==> src/rtl/accel_dma_host.sv <==
// accel_dma_host: bus initiator that copies len words from src to dst with one transaction in flight.
// Build option ACCEL_DMA_ERR_EN: a response with host_err_i ends the transfer as aborted.
module accel_dma_host #(
   parameter int BusWidth = 32,
   parameter int LenWidth = 16
) (
   input  logic                    clk,
   input  logic                    rst,
   input  logic                    start_i,
   input  logic                    abort_i,
   input  logic [BusWidth-1:0]     src_addr_i,
   input  logic [BusWidth-1:0]     dst_addr_i,
   input  logic [LenWidth-1:0]     len_i,
   input  logic                    src_incr_i,
   input  logic                    dst_incr_i,
   input  logic                    irq_clr_i,
   output logic                    busy_o,
   output logic                    done_o,
   output logic                    aborted_o,
   output logic                    irq_o,
   output logic [LenWidth-1:0]     words_done_o,
   output logic                    host_req_o,
   output logic [BusWidth-1:0]     host_addr_o,
   output logic                    host_we_o,
   output logic [BusWidth-1:0]     host_wdata_o,
   output logic [BusWidth/8-1:0]   host_be_o,
   input  logic                    host_gnt_i,
   input  logic                    host_rvalid_i,
   input  logic [BusWidth-1:0]     host_rdata_i,
   input  logic                    host_err_i
);

   localparam logic [BusWidth-1:0] WordStep = {{(BusWidth-3){1'b0}}, 3'b100};

   typedef enum logic [2:0] {
      S_IDLE    = 3'd0,
      S_RD_REQ  = 3'd1,
      S_RD_WAIT = 3'd2,
      S_WR_REQ  = 3'd3,
      S_WR_WAIT = 3'd4,
      S_DONE    = 3'd5
   } state_e;

   state_e              state_q;
   logic [BusWidth-1:0] src_q, dst_q, data_q, addr_q;
   logic [LenWidth-1:0] len_q, words_q;
   logic                src_incr_q, dst_incr_q, abort_q;
   logic                busy_q, done_q, aborted_q, irq_q, req_q, we_q;

   logic [BusWidth-1:0] src_next_d, dst_next_d;
   logic [LenWidth-1:0] words_next_d;
   logic                abort_pend_d, rsp_err_d;

`ifdef ACCEL_DMA_ERR_EN
   assign rsp_err_d = host_err_i;
`else
   logic unused_err_s;
   assign unused_err_s = host_err_i;
   assign rsp_err_d    = 1'b0;
`endif

   // Next word addresses/count and the abort request seen this cycle or earlier
   always_comb begin
      abort_pend_d = abort_q | abort_i;
      words_next_d = words_q + {{(LenWidth-1){1'b0}}, 1'b1};
      if (src_incr_q) begin
         src_next_d = src_q + WordStep;
      end else begin
         src_next_d = src_q;
      end
      if (dst_incr_q) begin
         dst_next_d = dst_q + WordStep;
      end else begin
         dst_next_d = dst_q;
      end
   end

   // Transfer FSM with registered bus and status outputs
   always_ff @(posedge clk or negedge rst) begin
      if (!rst) begin
         state_q    <= S_IDLE;
         src_q      <= {BusWidth{1'b0}};
         dst_q      <= {BusWidth{1'b0}};
         data_q     <= {BusWidth{1'b0}};
         addr_q     <= {BusWidth{1'b0}};
         len_q      <= {LenWidth{1'b0}};
         words_q    <= {LenWidth{1'b0}};
         src_incr_q <= 1'b0;
         dst_incr_q <= 1'b0;
         abort_q    <= 1'b0;
         busy_q     <= 1'b0;
         done_q     <= 1'b0;
         aborted_q  <= 1'b0;
         irq_q      <= 1'b0;
         req_q      <= 1'b0;
         we_q       <= 1'b0;
      end else begin
         done_q <= 1'b0;
         // a completion later in this block overrides the clear
         if (irq_clr_i) begin
            irq_q <= 1'b0;
         end
         if (busy_q && abort_i) begin
            abort_q <= 1'b1;
         end
         case (state_q)
            S_IDLE: begin
               if (start_i) begin
                  src_q      <= src_addr_i;
                  dst_q      <= dst_addr_i;
                  len_q      <= len_i;
                  src_incr_q <= src_incr_i;
                  dst_incr_q <= dst_incr_i;
                  words_q    <= {LenWidth{1'b0}};
                  aborted_q  <= 1'b0;
                  abort_q    <= 1'b0;
                  busy_q     <= 1'b1;
                  if (len_i == {LenWidth{1'b0}}) begin
                     state_q <= S_DONE;
                     done_q  <= 1'b1;
                     irq_q   <= 1'b1;
                  end else begin
                     state_q <= S_RD_REQ;
                     req_q   <= 1'b1;
                     we_q    <= 1'b0;
                     addr_q  <= src_addr_i;
                  end
               end
            end
            S_RD_REQ: begin
               if (host_gnt_i) begin
                  req_q   <= 1'b0;
                  state_q <= S_RD_WAIT;
               end
            end
            S_RD_WAIT: begin
               if (host_rvalid_i) begin
                  data_q <= host_rdata_i;
                  if (rsp_err_d || abort_pend_d) begin
                     state_q   <= S_DONE;
                     done_q    <= 1'b1;
                     irq_q     <= 1'b1;
                     aborted_q <= 1'b1;
                  end else begin
                     state_q <= S_WR_REQ;
                     req_q   <= 1'b1;
                     we_q    <= 1'b1;
                     addr_q  <= dst_q;
                  end
               end
            end
            S_WR_REQ: begin
               if (host_gnt_i) begin
                  req_q   <= 1'b0;
                  state_q <= S_WR_WAIT;
               end
            end
            S_WR_WAIT: begin
               if (host_rvalid_i) begin
                  we_q <= 1'b0;
                  if (rsp_err_d) begin
                     state_q   <= S_DONE;
                     done_q    <= 1'b1;
                     irq_q     <= 1'b1;
                     aborted_q <= 1'b1;
                  end else begin
                     words_q <= words_next_d;
                     src_q   <= src_next_d;
                     dst_q   <= dst_next_d;
                     if (words_next_d == len_q) begin
                        state_q <= S_DONE;
                        done_q  <= 1'b1;
                        irq_q   <= 1'b1;
                     end else if (abort_pend_d) begin
                        state_q   <= S_DONE;
                        done_q    <= 1'b1;
                        irq_q     <= 1'b1;
                        aborted_q <= 1'b1;
                     end else begin
                        state_q <= S_RD_REQ;
                        req_q   <= 1'b1;
                        addr_q  <= src_next_d;
                     end
                  end
               end
            end
            S_DONE: begin
               state_q <= S_IDLE;
               busy_q  <= 1'b0;
            end
            default: begin
               state_q <= S_IDLE;
               req_q   <= 1'b0;
               busy_q  <= 1'b0;
            end
         endcase
      end
   end

   assign busy_o       = busy_q;
   assign done_o       = done_q;
   assign aborted_o    = aborted_q;
   assign irq_o        = irq_q;
   assign words_done_o = words_q;
   assign host_req_o   = req_q;
   assign host_addr_o  = addr_q;
   assign host_we_o    = we_q;
   assign host_wdata_o = data_q;
   assign host_be_o    = {(BusWidth/8){1'b1}};

endmodule

==> config.mk <==
export PLATFORM = sky130hd
export DESIGN_NAME = accel_dma_host
export DESIGN_NICKNAME = d
export VERILOG_FILES = /design/src/rtl/accel_dma_host.sv
export SDC_FILE = /design/constraint.sdc
export NUM_CORES = 1
export LEC_CHECK = 0
export ABC_AREA = 1
export CAP_MARGIN = 20
export CORE_UTILIZATION = 56
export DETAILED_ROUTE_END_ITERATION = 12
export GPL_ROUTABILITY_DRIVEN = 0
export GPL_TIMING_DRIVEN = 0
export PLACE_DENSITY = 0.85
export SKIP_LAST_GASP = 1
export SYNTH_ARGS = -nofsm -noshare
export SYNTH_HDL_FRONTEND = slang
export SYNTH_SLANG_ARGS = --single-unit
==> constraint.sdc <==
create_clock -name clk -period 4.5 [get_ports clk]
set_clock_uncertainty 0.15 [all_clocks]
set_input_delay 0.9 -clock clk [delete_from_list [all_inputs] [get_ports clk]]
set_output_delay 0.9 -clock clk [all_outputs]
set_load 0.01 [all_outputs]
# [Word-level counts from Yosys, hierarchy flattened]
# Cells that the tools add are included.
# W data, S select, Z words.
[op_classes] shifts=0 add_sub_neg=3 bitwise_logic=3 eq_ne=17 div=0 n_reduce_logical=17 n_lt_le_gt_ge=0 n_mul=0 mux=69
[op_table] operator="$mux W32" count=13
[op_table] operator="$pmux W32 S2" count=2
[op_table] operator="$pmux W32 S3" count=1
[op_table] operator="$add A32 B3 Y32 const B" count=2
[op_table] operator="$mux W1" count=34
[op_table] operator="$mux W16" count=2
[op_table] operator="$pmux W16 S2" count=1
[op_table] operator="$mux W3" count=9
[op_table] operator="$ne A2 B2 Y1 const B" count=10
[op_table] operator="$add A16 B1 Y16 const B" count=1
[op_table] operator="$eq A16 B16 Y1" count=1
[op_table] operator="$logic_not A16 Y1" count=1
[op_table] operator="$pmux W3 S5" count=1
[op_table] operator="$pmux W1 S3" count=4
[op_table] operator="$reduce_and A5 Y1" count=2
[op_table] operator="$reduce_and A8 Y1" count=1
[op_table] operator="$reduce_and A7 Y1" count=1
[op_table] operator="$eq A3 B2 Y1 const B" count=2
[op_table] operator="$eq A3 B3 Y1 const B" count=2
[op_table] operator="$reduce_and A2 Y1" count=3
[op_table] operator="$reduce_and A6 Y1" count=1
[op_table] operator="$pmux W1 S5" count=1
[op_table] operator="$reduce_and A4 Y1" count=1
[op_table] operator="$reduce_or A4 Y1" count=1
[op_table] operator="11 further kinds" count=12
[totals] ram_bits=0 wordCells=125 ff_bits=172 output_inout_bits=90 latchBits=0 in_bits=122 mem_count=0 mem_bits_ro=0

# [Logic depth before layout (Yosys ltp)]
[logic_depth] ltp_word=6 depth_mapped=17 ltp_nobuf=16

# [Worst setup path after synthesis]
# No wires, ideal clock.
[synth_path] path_kind="reg-to-reg" from="register words_q[0] (netlist: words_done_o[0])" to="register addr_q[28] (netlist: host_addr_o[28])" period_less_slack_ps=2319 path_slack_ps=2181 path_stages_with_launch=15 setup_time_ps=117 path_buffers=1 required_ps=4233 t_arrival_ps=2053 path_cell_list="dfrtp_1 -> ha_1 -> nand2_1 -> nor2_4 -> nand2_1 -> nand2_1 -> nand2_1 -> and2_1 -> nor2_1 -> nand4_1 -> nor2_2 -> nand3_4 -> buf_2 -> nand3_1 -> nand2_1"
[synth_via] elab_chain_len=4
[synth_rtl] item="start, declared" line="46" text="logic [LenWidth-1:0] len_q, words_q;"
[synth_rtl] item="start signal, assigned" line="87" text="words_q <= {LenWidth{1'b0}};"
[synth_rtl] item="start signal, assigned" line="114" text="words_q <= {LenWidth{1'b0}};"
[synth_rtl] item="start signal, assigned" line="167" text="words_q <= words_next_d;"
[synth_rtl] item="$add A16 B1 Y16" line="65" text="words_next_d = words_q + {{(LenWidth-1){1'b0}}, 1'b1};"
[synth_rtl] item="$eq A16 B16 Y1" line="170" text="if (words_next_d == len_q) begin"
[synth_rtl] item="$ne A2 B2 Y1 (no line)"
[synth_rtl] item="$reduce_and A8 Y1 (no line)"
[synth_rtl] item="end signal, assigned" line="85" text="addr_q <= {BusWidth{1'b0}};"
[synth_rtl] item="end signal, assigned" line="126" text="addr_q <= src_addr_i;"
[synth_rtl] item="end signal, assigned" line="182" text="addr_q <= src_next_d;"
[synth_rtl] item="end, declared" line="45" text="logic [BusWidth-1:0] src_q, dst_q, data_q, addr_q;"
# No other way between the ends.
# A chain may end at the register's enable or synchronous reset.

# [Final worst setup path]
[layout_path] from="input host_rvalid_i" to="register src_q[9]"
[layout_via] elab_chain_len=2
[layout_rtl] item="start, declared" line="28" text="input logic host_rvalid_i,"
[layout_rtl] item="$ne A2 B2 Y1 (no line)"
[layout_rtl] item="$reduce_and A3 Y1 (no line)"
[layout_rtl] item="end signal, assigned" line="82" text="src_q <= {BusWidth{1'b0}};"
[layout_rtl] item="end signal, assigned" line="109" text="src_q <= src_addr_i;"
[layout_rtl] item="end signal, assigned" line="168" text="src_q <= src_next_d;"
[layout_rtl] item="end, declared" line="45"
# No other way between the ends.

==> reports/results.ini <==
[job]
maxCapViolCount = 0

[final_layout]
fin_cells = 1783
nFillCells = 1339
final_nets = 1670
drive_gt1_share_pct = 7.45
post-route-util_pct = 74.0
final_area_um2 = 12800
syn2layout_area_growth_pct = 29.9
num_antenna_cells = 0

[synth]
synth.most_common_cell = nand2_1
synth_edf_count = 0
synthCells = 1316
synth_seq_cells = 172
synthesis.area_um2 = 9830
synth.distinct_cells = 44
synth_area_leaders = dfrtp_1 (44%), nand2_1 (14%), nand3_1 (6.2%), nor2_1 (4.7%), inv_1 (4.7%)
synth_top_flop_cell = dfrtp_1
async_flop_share_pct = 100
yosysWarnings = 0
synth_largest_area_cell = dfrtp_1
synthTopCellsByCount = nand2_1 (379), dfrtp_1 (172), nor2_1 (124), inv_1 (123), nand3_1 (121)
yosysTopAreaCellShare_pct = 43.8
yosysSeqAreaShare_pct = 43.8
syn_avg_cell_area_um2 = 7.47

[drt]
via_per_inst = 5.90
wl_met3_um = 3770
wl_met1_um = 12200
routed.top_layer = met4
vias = 10500
drt-initial-drc-count = 1156
wl_um = 32000
wl_per_cell_um = 17.9
first_pass_iters = 8
drc = 0
wl_met2_um = 14700
drtAntennaViolNets = 0

[clock_network]
cts_tree = done
clk_pin_slew_ps = 70
htree_num_levels = 4
cts-root-buf = clkbuf_16
cts_sinks = 172
clk_path_buf_depth = 2
post_cts_buffers = 0
numCtsBuffers = 17
cts_hold_buf = 0
clk-insertion-delay-late_ps = 440
ctsResizeCount = 0

[floorplan]
start_util_pct = 57.0
ios = 212
die_x_um = 134
die_h_um = 134
coreArea_um2 = 17200
rows = 48
die_area_um2 = 18100

[setup_path]
crit_path_end_kind = register
worst_setup_path_start_kind = input port
startpoint = host_rvalid_i
path_max_fanout = 10
reg2reg_to = host_addr_o[13]$_DFFE_PN0P_
r2r_slack_ps = 1470
critical_path_required_ps = 4620
rr_startpoint = state_q[2]$_DFFE_PN0P_
worstSetupPathType = input port to register
arrival_ps = 3260
reg2reg_depth = 11
critPathCapture = src_q[9]$_DFFE_PN0P_

[pwr]
internal_power_uw = 4610
p_total_uw = 8070
power_density_nw_per_um2 = 633
seqPwrFrac_pct = 35.3
p_sw_uw = 3460
vdd_drop_max_uv = 370
power.share.clock_pct = 17.1
leakagePower_uw = 0.00577
pwr-share-comb_pct = 47.6
swShare_pct = 42.9

[placement]
dp_hpwl_um = 24000
dp_cells = 1751
numPortBuffers = 206
place_area_um2 = 12200

[timing]
min_period_over_period_pct = 69.7
tightest_slew_ps = 770
finalHoldViolCount = 0
setup-violations-final = 0
maxSlewHeadroom_pct = 48.6
tns_ps = 0
rsz0062_at_grt = false
period_minus_slack_ps = 3140
drv_slew = 0
fmax_mhz = 319

[global_routing]
grt.overflow.total = 0
grt_pass1_vias = 9918
grt_pass1_wl_um = 50200
grt_max_degree = 96
gr-usage-all-layers_pct = 36.3
antenna_found_initial = 0

[outcome]
status = complete, no violations

[min_path]
hold_class = input port to async pin

[per-layer routing]
metal / track usage [%] / vias up
met5: 0 / -
met4: 17.5 / 0
met3: 7.28 / 115
met2: 57.4 / 672
met1: 48.2 / 4873
li1: - / 4857
[metrics by stage]
stage | worst slack, ps | hold WS, ps
2_1_floorplan | 2180 | 299
3_3_place_gp | -4730 | 306
3_5_place_dp | 1080 | 312
4_1_cts | 1480 | 325
5_1_grt | 1350 | 342
6_report | 1360 | 296
[logic make-up (layout without fill, tap and decap cells)]
group           Yosys count  in the layout  synth area share, %
compound gates          197            197                 12.1
xor+xnor                 13             13                 1.16
fa+ha+maj                 3              3                0.382
buf+inv                 186            425                 7.67
flops                   172            172                 43.8
mux                      32             32                 3.67
other cells               1              4               0.0382
simple gates            712            712                 31.2
[worst min path at each step]
stage / start / to / cells past startpoint
final: rst / len_q[0]$_DFFE_PN0P_ / 1
after global routing: host_addr_o[22]$_DFFE_PN0P_ / host_addr_o[22]$_DFFE_PN0P_ / 2
after global placement: host_addr_o[28]$_DFFE_PN0P_ / host_addr_o[28]$_DFFE_PN0P_ / 2
after detailed placement: host_addr_o[20]$_DFFE_PN0P_ / host_addr_o[20]$_DFFE_PN0P_ / 2
after floorplan: dst_q[1]$_DFFE_PN0P_ / dst_q[1]$_DFFE_PN0P_ / 2
after CTS: host_addr_o[3]$_DFFE_PN0P_ / host_addr_o[3]$_DFFE_PN0P_ / 2
[placed cells by master (no fill, tap or decap), types with 6 or more instances in the layout]
cell	count
a21oi_1	11
a31oi_1	32
buf_1	6
buf_2	14
clkbuf_1	30
clkbuf_16	17
clkdlybuf4s50_1	205
dfrtp_1	172
inv_1	123
inv_2	6
mux2_2	32
nand2_1	379
nand3_1	121
nand3b_1	11
nand4_1	24
nor2_1	124
nor2_2	7
nor3_1	24
o211ai_1	35
o21ai_0	84
o22ai_1	18
or2_2	10
xor2_1	12
[power by group through the flow]
| stage | Combinational (uW) | Clock [uW] | Sequential [uW] |
|---|---|---|---|
| after global placement | 3650 | 0 | 2810 |
| after floorplan | 2130 | 0 | 2840 |
| final | 3840 | 1380 | 2850 |
| after global routing | 4210 | 1440 | 2920 |
| after CTS | 3780 | 1380 | 2830 |
| after detailed placement | 3760 | 0 | 2850 |
[critical path, cell delays in order]
cell             delay [ps]
clkdlybuf4s50_1         530
inv_1                   120
nor2_4                  310
inv_2                   190
nand2_1                 180
buf_2                   250
buf_1                   560
a31oi_1                 210
[area by class of cell]
cell class | instances | area, um^2 | share of cell area, %
well taps | 225 | 282 | 2.21
flip-flops and latches | 172 | 4300 | 33.7
inverters | 130 | 488 | 3.82
plain buffers | 56 | 265 | 2.08
multi-input cells | 961 | 4780 | 37.5
repair buffers | 207 | 2090 | 16.4
clock buffers | 20 | 457 | 3.58
clock inverters | 12 | 91.3 | 0.716
[flip-flops by register name, indices dropped and copies added, names as in the netlist]
register / flops
words_done_o: 16
host_we_o: 1
src_incr_q: 1
len_q: 16
src_q: 32
dst_incr_q: 1
host_req_o: 1
host_addr_o: 32
done_o: 1
irq_o: 1
abort_q: 1
state_q: 3
busy_o: 1
host_wdata_o: 32
dst_q: 32
aborted_o: 1
(Power assumes the default switching activity.)
